<file path="config.mk">
export PLATFORM = sky130hd
export DESIGN_NAME = imem_loader
export DESIGN_NICKNAME = d
export VERILOG_FILES = /design/src/rtl/imem_loader_pkg.sv /design/src/rtl/imem_loader_byte_packer.sv /design/src/rtl/imem_loader.sv
export SDC_FILE = /design/constraint.sdc
export NUM_CORES = 1
export LEC_CHECK = 0
export CAP_MARGIN = 20
export CELL_PAD_IN_SITES_DETAIL_PLACEMENT = 0
export CELL_PAD_IN_SITES_GLOBAL_PLACEMENT = 1
export CORE_ASPECT_RATIO = 1.1
export CORE_MARGIN = 1
export CORE_UTILIZATION = 45
export DETAILED_ROUTE_END_ITERATION = 8
export PLACE_DENSITY_LB_ADDON = 0.1
export SKIP_CTS_REPAIR_TIMING = 1
export SLEW_MARGIN = 20
export SYNTH_ARGS = -nofsm -noshare
export SYNTH_HDL_FRONTEND = slang
export SYNTH_HIERARCHICAL = 1
export SYNTH_SLANG_ARGS = --single-unit
</file>
<file path="constraint.sdc">
create_clock -name i_clk -period 3.4 [get_ports i_clk]
set_input_delay 1.02 -clock i_clk [delete_from_list [all_inputs] [get_ports i_clk]]
set_output_delay 1.02 -clock i_clk [all_outputs]
set_load 0.05 [all_outputs]
</file>
<file path="src/rtl/imem_loader_pkg.sv">
// Shared types and constants for the instruction-memory boot loader.
// State encoding is 3 bits so the debug port can be bound directly by checkers.
package imem_loader_pkg;

  typedef enum logic [2:0] {
    ST_HDR0  = 3'd0,
    ST_HDR1  = 3'd1,
    ST_DATA  = 3'd2,
    ST_WRITE = 3'd3,
    ST_DONE  = 3'd4,
    ST_ERR   = 3'd5
  } state_e;

  localparam int CNT_W          = 16;
  localparam int BYTES_PER_WORD = 4;
  localparam int BYTE_IDX_W     = $clog2(BYTES_PER_WORD);

endpackage

</file>
<file path="src/rtl/imem_loader_byte_packer.sv">
// Little-endian byte-to-word packer: each accepted byte lands in lane byte_idx.
// o_word_next already contains the byte being accepted, so the 4th byte can be captured directly.
module imem_loader_byte_packer
  import imem_loader_pkg::*;
(
  input  logic        i_clk,
  input  logic        i_rst,
  input  logic        i_clear,
  input  logic        i_accept,
  input  logic [7:0]  i_byte,
  output logic [31:0] o_word_next,
  output logic        o_word_full
);

  logic [31:0]           r_word;
  logic [BYTE_IDX_W-1:0] r_idx;

  always_comb begin
    o_word_next = r_word;
    o_word_next[{r_idx, 3'b000} +: 8] = i_byte;
    o_word_full = i_accept && (r_idx == BYTE_IDX_W'(BYTES_PER_WORD - 1));
  end

  always_ff @(posedge i_clk or posedge i_rst) begin
    if (i_rst) begin
      r_word <= '0;
      r_idx  <= '0;
    end else if (i_clear) begin
      r_word <= '0;
      r_idx  <= '0;
    end else if (i_accept) begin
      r_word <= o_word_next;
      r_idx  <= r_idx + BYTE_IDX_W'(1);
    end
  end

endmodule

</file>
<file path="src/rtl/imem_loader.sv">
// Boot loader: reads a 16-bit word-count header then little-endian words from a byte stream,
// writes them to instruction memory and holds the core until the image is complete.
module imem_loader
  import imem_loader_pkg::*;
#(
  parameter int DEPTH  = 45,
  parameter int ADDR_W = 6
) (
  input  logic              i_clk,
  input  logic              i_rst,
  input  logic              i_rx_valid,
  input  logic [7:0]        i_rx_data,
  output logic              o_rx_ready,
  input  logic              i_reload,
  output logic              o_mem_we,
  output logic [ADDR_W-1:0] o_mem_waddr,
  output logic [31:0]       o_mem_wdata,
  output logic              o_core_hold,
  output logic              o_load_done,
  output logic              o_load_err,
  output state_e            o_dbg_state
);

  // Handshake: a byte moves on a rising edge where rx_valid and rx_ready are both high;
  // the source holds rx_data stable while valid is high and ready is low.

  localparam logic [CNT_W-1:0] DEPTH_C = CNT_W'(DEPTH);

  state_e            r_state, w_next;
  logic [CNT_W-1:0]  r_cnt, r_word_idx, w_hdr_cnt;
  logic              w_rx_ready, w_accept, w_clear, w_word_full, w_last;
  logic [31:0]       w_word_next;
  logic              r_mem_we, r_core_hold, r_load_done, r_load_err;
  logic [ADDR_W-1:0] r_mem_waddr;
  logic [31:0]       r_mem_wdata;

  assign w_rx_ready = !i_rst && (r_state inside {ST_HDR0, ST_HDR1, ST_DATA});
  assign w_accept   = i_rx_valid && w_rx_ready;
  assign w_hdr_cnt  = {i_rx_data, r_cnt[7:0]};
  assign w_last     = (r_word_idx == r_cnt - CNT_W'(1));

  imem_loader_byte_packer u_packer (
    .i_clk       (i_clk),
    .i_rst       (i_rst),
    .i_clear     (w_clear),
    .i_accept    (w_accept && (r_state == ST_DATA)),
    .i_byte      (i_rx_data),
    .o_word_next (w_word_next),
    .o_word_full (w_word_full)
  );

  always_comb begin
    w_next  = r_state;
    w_clear = 1'b0;
    case (r_state)
      ST_HDR0: begin
        w_clear = 1'b1;
        if (w_accept) w_next = ST_HDR1;
      end
      ST_HDR1: begin
        w_clear = 1'b1;
        if (w_accept) begin
          if (w_hdr_cnt == '0)         w_next = ST_DONE;
          else if (w_hdr_cnt > DEPTH_C) w_next = ST_ERR;
          else                          w_next = ST_DATA;
        end
      end
      ST_DATA:  if (w_word_full) w_next = ST_WRITE;
      ST_WRITE: w_next = w_last ? ST_DONE : ST_DATA;
      ST_DONE:  if (i_reload) w_next = ST_HDR0;
      ST_ERR:   w_next = ST_ERR;
      default:  w_next = ST_HDR0;
    endcase
  end

  always_ff @(posedge i_clk or posedge i_rst) begin
    if (i_rst) begin
      r_state    <= ST_HDR0;
      r_cnt      <= '0;
      r_word_idx <= '0;
    end else begin
      r_state <= w_next;
      if (w_accept && r_state == ST_HDR0) r_cnt[7:0]  <= i_rx_data;
      if (w_accept && r_state == ST_HDR1) begin
        r_cnt[15:8] <= i_rx_data;
        r_word_idx  <= '0;
      end
      if (r_state == ST_WRITE && !w_last) r_word_idx <= r_word_idx + CNT_W'(1);
    end
  end

  // Outputs are registered from the next state so they change only on clock edges.
  always_ff @(posedge i_clk or posedge i_rst) begin
    if (i_rst) begin
      r_mem_we    <= 1'b0;
      r_mem_waddr <= '0;
      r_mem_wdata <= '0;
      r_core_hold <= 1'b1;
      r_load_done <= 1'b0;
      r_load_err  <= 1'b0;
    end else begin
      r_mem_we    <= (w_next == ST_WRITE);
      r_core_hold <= (w_next != ST_DONE);
      r_load_done <= (w_next == ST_DONE);
      r_load_err  <= r_load_err || (w_next == ST_ERR);
      if (w_word_full) begin
        r_mem_waddr <= r_word_idx[ADDR_W-1:0];
        r_mem_wdata <= w_word_next;
      end
    end
  end

  assign o_rx_ready  = w_rx_ready;
  assign o_mem_we    = r_mem_we;
  assign o_mem_waddr = r_mem_waddr;
  assign o_mem_wdata = r_mem_wdata;
  assign o_core_hold = r_core_hold;
  assign o_load_done = r_load_done;
  assign o_load_err  = r_load_err;
  assign o_dbg_state = r_state;

endmodule

</file>
Word level (Yosys, flattened, before mapping)
Index checks and enable logic that the tools add are counted.
Storage, ports and cells
  bits in registers: 111
  bits of input ports: 12
Cells by class
  add/sub/neg operators: 4
  order comparisons: 1
  shift operators: 2
  reduce and logical (&&, ||, !) cells: 16
  muxes and demuxes: 16
  equality and inequality tests: 11
Operator list (count)
  32-bit 2-to-1 mux: 2
  32-bit bitwise mux: 1
  16-bit 2-to-1 mux: 2
  8-bit by 7-bit variable shift with 32-bit output (first input constant): 1
  8-bit by 7-bit variable part select with 32-bit output: 1
  3-bit 2-to-1 mux: 7
  3-bit one-hot mux with 6 select lines: 1
  16-bit by 1-bit adder with 16-bit output (second input constant): 1
  16-bit equality test: 1
  16-bit by 6-bit > comparator with 1-bit output (second input constant): 1
  16-bit logical NOT: 1
  16-bit by 1-bit subtractor with 16-bit output (second input constant): 1
  3-bit equality test (second input constant): 4
  3-bit by 2-bit equality test with 1-bit output (second input constant): 3
  1-bit logical AND: 7
  5-bit negator with 7-bit output: 1
  2-bit 2-to-1 mux: 2
  2-bit nonzero test: 2
  3-bit by 1-bit equality test with 1-bit output (second input constant): 1
  3-bit logical NOT: 1
  3-bit != test (second input constant): 1
  3-bit nonzero test: 1
  2-bit by 1-bit adder with 2-bit output (second input constant): 1
  2-bit equality test (second input constant): 1
  other kinds (4): 5

Depth between registers and ports, before layout
Gate-level depths: netlist of run 1.
  depth after elaboration: 10
  depth in mapped cells: 12
  gate-level depth less buffers: 9

Cells and area by module
Netlist of run 1, hierarchy kept.
Modules (own cells, without submodules)
  imem_loader: cells each 357, seq. area each 1928.1 um^2, area each 3980.1 um^2, instances 1
  imem_loader_byte_packer: cells each 218, seq. area each 850.8 um^2, area each 2000.7 um^2, instances 1

Least setup slack after synthesis of run 1
No wires, ideal clock.
  path kind: input to output
  from: input i_rst
  to: output o_rx_ready
  cell stages on the path: 1
  buffers on the path: 0
  arrival time: 2209 ps
  required time: 2380 ps
  slack: 171 ps
  cells stage by stage: a211oi_1
Between the ends
  longest elaborated chain between the ends: 2
RTL lines
  start, declared: RTL line imem_loader.sv:10  | input logic i_rst,
  1-bit logical NOT (no line)
  1-bit logical AND: RTL line imem_loader.sv:37  | assign w_rx_ready = !i_rst && (r_state inside {ST_HDR0, ST_HDR1, ST_DATA});
  end, declared: RTL line imem_loader.sv:13  | output logic o_rx_ready,
No other way between the ends.

Worst setup path after layout of run 1
  from: register r_cnt[8]
  to: register r_word_idx[5]
Between the ends
  longest elaborated chain between the ends: 5
  elaborated cells on any way between the ends: 6
  classes of those cells: 1 x add/sub; 1 x eq/ne; 1 x mux; 3 x reduce/logical
RTL lines
  start, declared: RTL line imem_loader.sv:30  | logic [CNT_W-1:0] r_cnt, r_word_idx, w_hdr_cnt;
  start signal, assigned: RTL line imem_loader.sv:85  | r_cnt[15:8] <= i_rx_data;
  16-bit by 1-bit subtractor with 16-bit output (*): RTL line imem_loader.sv:40  | assign w_last = (r_word_idx == r_cnt - CNT_W'(1));
  16-bit equality test (*): RTL line imem_loader.sv:40
  1-bit logical NOT (*): RTL line imem_loader.sv:88  | if (r_state == ST_WRITE && !w_last) r_word_idx <= r_word_idx + CNT_W'(1);
  1-bit logical AND (*): RTL line imem_loader.sv:88
  16-bit 2-to-1 mux / 2-bit nonzero test (equally long branches)
  end signal, assigned: RTL line imem_loader.sv:88
  end, declared: RTL line imem_loader.sv:30
Mark *: on every way between the ends. The rest lies on a longest branch, timed or not.
A chain may end at the register's enable or synchronous reset.

==> impl_metrics.sql, run 1 <==
INSERT INTO impl_metrics (metric_group, metric, value, unit) VALUES
('yosys', 'syn-mean-instance-area', '10.4', 'um^2'),
('setup_path', 'timing.setup.critical_path_class', 'reg2reg', ''),
('hold_path', 'hold_class', 'reg2reg', ''),
('power_and_ir_drop', 'vdd.ir_drop.worst', '0.000284', 'V'),
('cells_and_area', 'fill_cells', '1150', ''),
('cells_and_area', 'syn2layout_area_growth', '17.9', '%'),
('setup_path', 'setup.worst_path.start_class', 'flop', ''),
('cells_and_area', 'nets', '642', ''),
('cells_and_area', 'final_common_cell', 'dfrtp_1', ''),
('clock_tree', 'worst_skew_pair.late_latency', '0.35', 'ns'),
('die', 'die_w', '112', 'um'),
('clock_tree', 'library_cell_used_as_clock_root_buffer', 'clkbuf_16', ''),
('timing', 'fmax', '0.317', 'GHz'),
('yosys', 'yosys_warn_count', '6', ''),
('timing', 'worst_slew_margin_rel', '60.1', '%'),
('timing', 'setup_slack', '0.246', 'ns'),
('cells_and_area', 'final_core_util', '55.1', '%'),
('cells_and_area', 'fin_cells', '783', ''),
('place', 'io_buffer_count', '57', ''),
('status', 'run_status', 'complete, no violations', ''),
('yosys', 'synth_flop_cell', 'dfrtp_1', ''),
('clock_tree', 'cts-root-to-sink-buffers', '2', ''),
('clock_tree', 'tritoncts', 'built', ''),
('power_and_ir_drop', 'cellPowerDensity', '491', 'nW/um^2'),
('power_and_ir_drop', 'leakage', '3.03', 'nW'),
('clock_tree', 'clk_sinks', '111', ''),
('setup_path', 'kind_of_capture_point_of_the_worst_setup_path', 'flop', ''),
('yosys', 'synth-edff-count', '0', ''),
('clock_tree', 'clkSlewWorstSetupHoldPaths', '0.07', 'ns'),
('die', 'floorplan.rows', '43', ''),
('yosys', 'synth_area', '5980', 'um^2'),
('route', 'first_iter_violations', '283', ''),
('place', 'placement.setup.worst_slack', '0.0469', 'ns'),
('cells_and_area', 'seqCellArea', '2780', 'um^2'),
('global_route', 'grt_first_pass_wirelength', '23100', 'um'),
('timing', 'clock-skew-final', '0.00576', 'ns'),
('route', 'drtAntennaViolNets', '0', ''),
('timing', 'final_setup_violation_count', '0', ''),
('global_route', 'antenna_found_initial', '0', ''),
('die', 'dieHeight', '123', 'um'),
('clock_tree', 'cts-buffers-inserted', '9', ''),
('route', 'detail_route.vias_per_cell', '5.79', ''),
('global_route', 'globalRouteTotalUtil', '21.6', '%'),
('setup_path', 'critical_path.max_fanout', '10', ''),
('timing', 'post-route-min-period', '3.15', 'ns'),
('timing', 'timing_worst_slew_pin_value', '0.597', 'ns'),
('yosys', 'postSynthRegisterBits', '111', ''),
('global_route', 'globalRoute.totalOverflow', '0', ''),
('route', 'detail_route.drc_violations', '0', ''),
('global_route', 'grt_max_degree', '39', ''),
('die', 'starting_utilization_of_the_core_area', '46.7', '%'),
('yosys', 'synth.area.top_cells', 'dfrtp_1 (46%), mux2_2 (11%), nand2_1 (3.1%)', ''),
('yosys', 'post_synth_inst_count', '575', ''),
('yosys', 'asyncSetResetFlopFracSynth', '100', '%'),
('yosys', 'synth.top_cell.area_share', '46.0', '%'),
('cells_and_area', 'antenna_cells_inserted', '0', ''),
('timing', 'slew_violations', '0', ''),
('place', 'place.detailed.hpwl', '9860', 'um'),
('place', 'gp_routability_congestion', '0.829', ''),
('die', 'top_level_ports', '58', ''),
('cells_and_area', 'multi_input_area', '2890', 'um^2'),
('route', 'routedWlPerCell', '17.9', 'um'),
('timing', 'setup_repair_after_global_routing_missed_its_margin', 'no', ''),
('cells_and_area', 'ratio_of_cells_with_drive_above_1_in_the_final_layout', '20.0', '%'),
('timing', 'min_period_over_period', '92.8', '%'),
('setup_path', 'cp.required', '3.64', 'ns'),
('timing', 'final-hold-violation-count', '0', ''),
('yosys', 'yosysSeqAreaShare', '46.5', '%'),
('place', 'placed_cells_incl_taps', '768', ''),
('yosys', 'post_synth_num_cell_types', '61', ''),
('power_and_ir_drop', 'report.power.total', '3.46', 'mW'),
('die', 'design.die.area', '13800', 'um^2'),
('route', 'route.vias.total', '4536', ''),
('global_route', 'vias_in_the_first_global_route', '4526', ''),
('job', 'max_cap_violations', '0', ''),
('yosys', 'top_cell_type_by_total_area_after_synthesis', 'dfrtp_1', ''),
('setup_path', 'critical_path_arrival', '3.39', 'ns'),
('route', 'drt_first_pass_iters', '4', ''),
('yosys', 'syn_nets', '595', ''),
('cells_and_area', 'commonest_cells_after_routing_fill_and_taps_aside', 'dfrtp_1 (110), mux2_2 (58), clkdlybuf4s50_1 (56), nand2_1 (50), nor2_1 (37)', ''),
('clock_tree', 'cts-htree-levels', '3', ''),
('timing', 'totalNegativeSetupSlack', '0', 'ns'),
('route', 'wirelength', '14000', 'um'),
('die', 'placeableCoreArea', '12800', 'um^2');
==> power by group <==
group | internal, mW | leakage [nW] | switching [mW]
clock | 0.648 | 0.151 | 0.482
sequential | 1.41 | 1.51 | 0.116
combinational | 0.348 | 1.37 | 0.460
==> layer usage <==
metal | up-vias | track usage [%] | share of wire (%)
li1 | 2171 | - | -
met1 | 2299 | 27.0 | 45
met2 | 51 | 38.3 | 51
met3 | 15 | 3.97 | 2.5
met4 | 0 | 6.00 | 1.3
met5 | - | 0 | 0
==> per-stage QoR <==
step	area, um^2	hold WS (ns)
after global routing	7050	0.495
after floorplan	5980	0.470
final	7050	0.470
after CTS	7050	0.471
after detailed placement	6740	0.455
after global placement	6740	0.448
==> state kept, by name, summed over array words and instances, names as in the netlist, 2 cells and up <==
name,flops
o_mem_wdata,32
r_word_idx,16
o_mem_waddr,6
r_cnt,16
u_packer/r_word,32
o_dbg_state,3
u_packer/r_idx,2
==> final cells by class <==
type,instances,share of cell area [%]
Clock buffer,11,3.30
Clock inverter,4,1.10
Inverter,23,1.22
Multi-Input combinational cell,397,41.0
Sequential cell,111,39.4
Tap cell,157,2.79
Timing Repair Buffer,80,11.2
==> synth_stat cells, drive strengths merged (7+ instances only) <==
library cell	count
dfrtp	110
mux2	58
nand2	50
nor2	39
a21oi	24
inv	23
buf	22
clkbuf	22
a22o	21
nand3	21
nand4	18
o21ai	16
xnor2	13
a32oi	11
mux2i	9
nor4	9
ha	8
nor3	8
a221o	7
==> path summary, 6_finish.rpt <==
| path | startpoint | end | slack, ns | depth (start not counted) |
|---|---|---|---|---|
| min | o_load_err | o_load_err | 0.47 | 1 |
| max in group asynchronous | i_rst | o_core_hold | 1.62 | 3 |
| min reg2reg | o_load_err | o_load_err | 0.47 | 1 |
| max reg2reg | r_cnt[8] | r_word_idx[5] | 0.25 | 7 |
| min in group asynchronous | i_rst | o_mem_wdata[29] | 1.09 | 2 |
| max | r_cnt[8] | r_word_idx[5] | 0.25 | 7 |
==> worst max-delay path, cell delays in order (launching register included) <==
cell and delay, ns:
dfrtp_1 0.43, or4_1 0.71, or3_1 0.44, a41o_1 0.25, o21ai_0 0.14, nor4_1 0.07
or3b_2 0.60, a221o_1 0.39
==> cells by family after synthesis <==
group | synth area share, %
adder cells (fa/ha/maj) | 1.67
AND/OR/NAND/NOR | 19.0
buffers and inverters | 5.33
multiplexers | 12.4
AO/OA/AOI/OAI | 12.5
XOR/XNOR | 2.64
flip-flops | 46.5
(Power assumes the default switching activity.)
==> run 2: changes to the inputs <==
GPL_ROUTABILITY_DRIVEN = 0   (was default)
MAX_ROUTING_LAYER = met4   (was default)
==> impl_metrics.sql, run 2 (synthesized netlist as in run 1, its figures left out) <==
INSERT INTO impl_metrics (metric_group, metric, value, unit) VALUES
('status', 'run_status', 'complete, no violations', ''),
('setup_path', 'worst-path-buf-inv', '0', ''),
('clock_tree', 'clk_sinks', '111', ''),
('setup_path', 'cp_slowest_stage_delay', '0.70', 'ns'),
('global_route', 'grt_first_pass_wirelength', '23400', 'um'),
('setup_path', 'worst_r2r_path_depth', '7', ''),
('timing', 'worst_slew_margin_rel', '60.0', '%'),
('global_route', 'globalRoute.totalOverflow', '0', ''),
('power_and_ir_drop', 'vdd.ir_drop.worst', '0.000241', 'V'),
('timing', 'final-hold-violation-count', '0', ''),
('timing', 'slew_violations', '0', ''),
('setup_path', 'critical_path.cell_chain', 'or4_1 > or3_1 > a41o_1 > o21ai_0 > nor4_1 > or3b_2 > a221o_1', ''),
('route', 'route.vias.total', '4572', ''),
('timing', 'fmax', '0.318', 'GHz'),
('setup_path', 'critical_path.max_fanout', '10', ''),
('job', 'max_cap_violations', '0', ''),
('place', 'placement.setup.worst_slack', '0.0463', 'ns'),
('power_and_ir_drop', 'leakage', '3.03', 'nW'),
('route', 'first_iter_violations', '285', ''),
('timing', 'hold_ws', '0.477', 'ns'),
('global_route', 'vias_in_the_first_global_route', '4516', ''),
('setup_path', 'setup.worst_path.start_class', 'flop', ''),
('timing', 'post-route-min-period', '3.15', 'ns'),
('clock_tree', 'clkSlewWorstSetupHoldPaths', '0.07', 'ns'),
('cells_and_area', 'fin_cells', '783', ''),
('clock_tree', 'library_cell_used_as_clock_root_buffer', 'clkbuf_16', ''),
('route', 'detail_route.vias_per_cell', '5.84', ''),
('clock_tree', 'cts-root-to-sink-buffers', '2', ''),
('timing', 'setup_repair_after_global_routing_missed_its_margin', 'no', ''),
('route', 'drt_first_pass_iters', '5', ''),
('timing', 'clock-skew-final', '0.00739', 'ns'),
('die', 'dieHeight', '123', 'um'),
('die', 'die_w', '112', 'um'),
('place', 'placed_cells_incl_taps', '768', ''),
('global_route', 'grt_use_met2', '38.5', '%'),
('setup_path', 'path_depth', '7', ''),
('cells_and_area', 'syn2layout_area_growth', '17.7', '%'),
('global_route', 'global_route.usage.met1', '27.9', '%'),
('die', 'floorplan.rows', '43', ''),
('die', 'top_level_ports', '58', ''),
('die', 'placeableCoreArea', '12800', 'um^2'),
('global_route', 'globalRouteTotalUtil', '22.6', '%'),
('die', 'starting_utilization_of_the_core_area', '46.7', '%'),
('cells_and_area', 'final_common_cell', 'dfrtp_1', ''),
('place', 'place.detailed.hpwl', '9710', 'um'),
('route', 'routedWlPerCell', '18.2', 'um'),
('setup_path', 'worst_path_dominant_cell_family', 'simple AND/OR/NAND/NOR gates', ''),
('place', 'io_buffer_count', '57', ''),
('route', 'drtAntennaViolNets', '0', ''),
('hold_path', 'hold_depth', '1', ''),
('cells_and_area', 'fill_cells', '1172', ''),
('clock_tree', 'cts-buffers-inserted', '9', ''),
('setup_path', 'kind_of_capture_point_of_the_worst_setup_path', 'flop', ''),
('clock_tree', 'tritoncts', 'built', ''),
('power_and_ir_drop', 'cellPowerDensity', '492', 'nW/um^2'),
('setup_path', 'timing.setup.critical_path_class', 'reg2reg', ''),
('global_route', 'groute.layer.met3.usage', '2.60', '%'),
('setup_path', 'cp.required', '3.64', 'ns'),
('timing', 'min_period_over_period', '92.5', '%'),
('cells_and_area', 'nets', '642', ''),
('cells_and_area', 'commonest_cells_after_routing_fill_and_taps_aside', 'dfrtp_1 (110), mux2_2 (58), clkdlybuf4s50_1 (56), nand2_1 (50), nor2_1 (37)', ''),
('timing', 'timing_worst_slew_pin_value', '0.598', 'ns'),
('die', 'design.die.area', '13800', 'um^2'),
('route', 'wirelength', '14200', 'um'),
('timing', 'setup_slack', '0.255', 'ns'),
('cells_and_area', 'antenna_cells_inserted', '0', ''),
('clock_tree', 'cts-htree-levels', '3', ''),
('setup_path', 'critical_path_arrival', '3.38', 'ns'),
('setup_path', 'crit_slowest_cell', 'or4_1', ''),
('clock_tree', 'worst_skew_pair.late_latency', '0.35', 'ns'),
('global_route', 'global_route.peak_usage_layer', 'met2', ''),
('hold_path', 'hold_class', 'reg2reg', ''),
('route', 'detail_route.drc_violations', '0', ''),
('global_route', 'antenna_found_initial', '0', ''),
('timing', 'final_setup_violation_count', '0', ''),
('global_route', 'grt_max_degree', '78', ''),
('cells_and_area', 'ratio_of_cells_with_drive_above_1_in_the_final_layout', '20.1', '%'),
('timing', 'totalNegativeSetupSlack', '0', 'ns');
==> run 2: cell types whose count changed in the layout (fill, tap and decap cells not counted), sizes merged <==
cell	before	now
clkinv	0	2
clkbuf	11	10
inv	25	24
==> run 2: area by class of cell <==
class                   count  area [um^2]  area share [%]
multi-input cells         397         2890            41.0
flip-flops and latches    111         2780            39.5
repair buffers             80          778            11.1
clock buffers              10          229            3.25
well taps                 157          196            2.79
inverters                  23         86.3            1.23
clock inverters             5         82.6            1.17
==> run 2: worst reg2reg max path, stage by stage, from the launching register on <==
cell and delay [ns]:
dfrtp_1 0.43, or4_1 0.70, or3_1 0.43, a41o_1 0.25, o21ai_0 0.16, nor4_1 0.06, or3b_2 0.59, a221o_1 0.40
==> run 2: routing by layer <==
metal | up-vias | share of wire [%]
li1 | 2175 | -
met1 | 2299 | 44
met2 | 85 | 51
met3 | 13 | 2.9
met4 | 0 | 1.7
met5 | - | 0
==> run 2: path summary, 6_finish.rpt <==
check	endpoint	slack, ns	from
max in group asynchronous	u_packer/r_word[19]	1.88	i_rst
min in group asynchronous	o_dbg_state[2]	1.17	i_rst
max	r_word_idx[8]	0.25	r_cnt[8]
min reg2reg	o_load_err	0.48	o_load_err
max reg2reg	r_word_idx[8]	0.25	r_cnt[8]
min	o_load_err	0.48	o_load_err
==> run 2: power by group <==
group / switching [mW] / internal (mW)
Clock: 0.483 / 0.645
Combinational: 0.464 / 0.347
Sequential: 0.115 / 1.41
==> run 2: metrics by stage <==
stage,instance area (um^2),power (mW),util (%)
6_report,7040,3.46,55.0
3_3_place_gp,6730,2.34,52.6
5_1_grt,7040,3.63,55.0
2_1_floorplan,5980,2.14,-
3_5_place_dp,6730,2.36,52.6
4_1_cts,7040,3.50,55.0
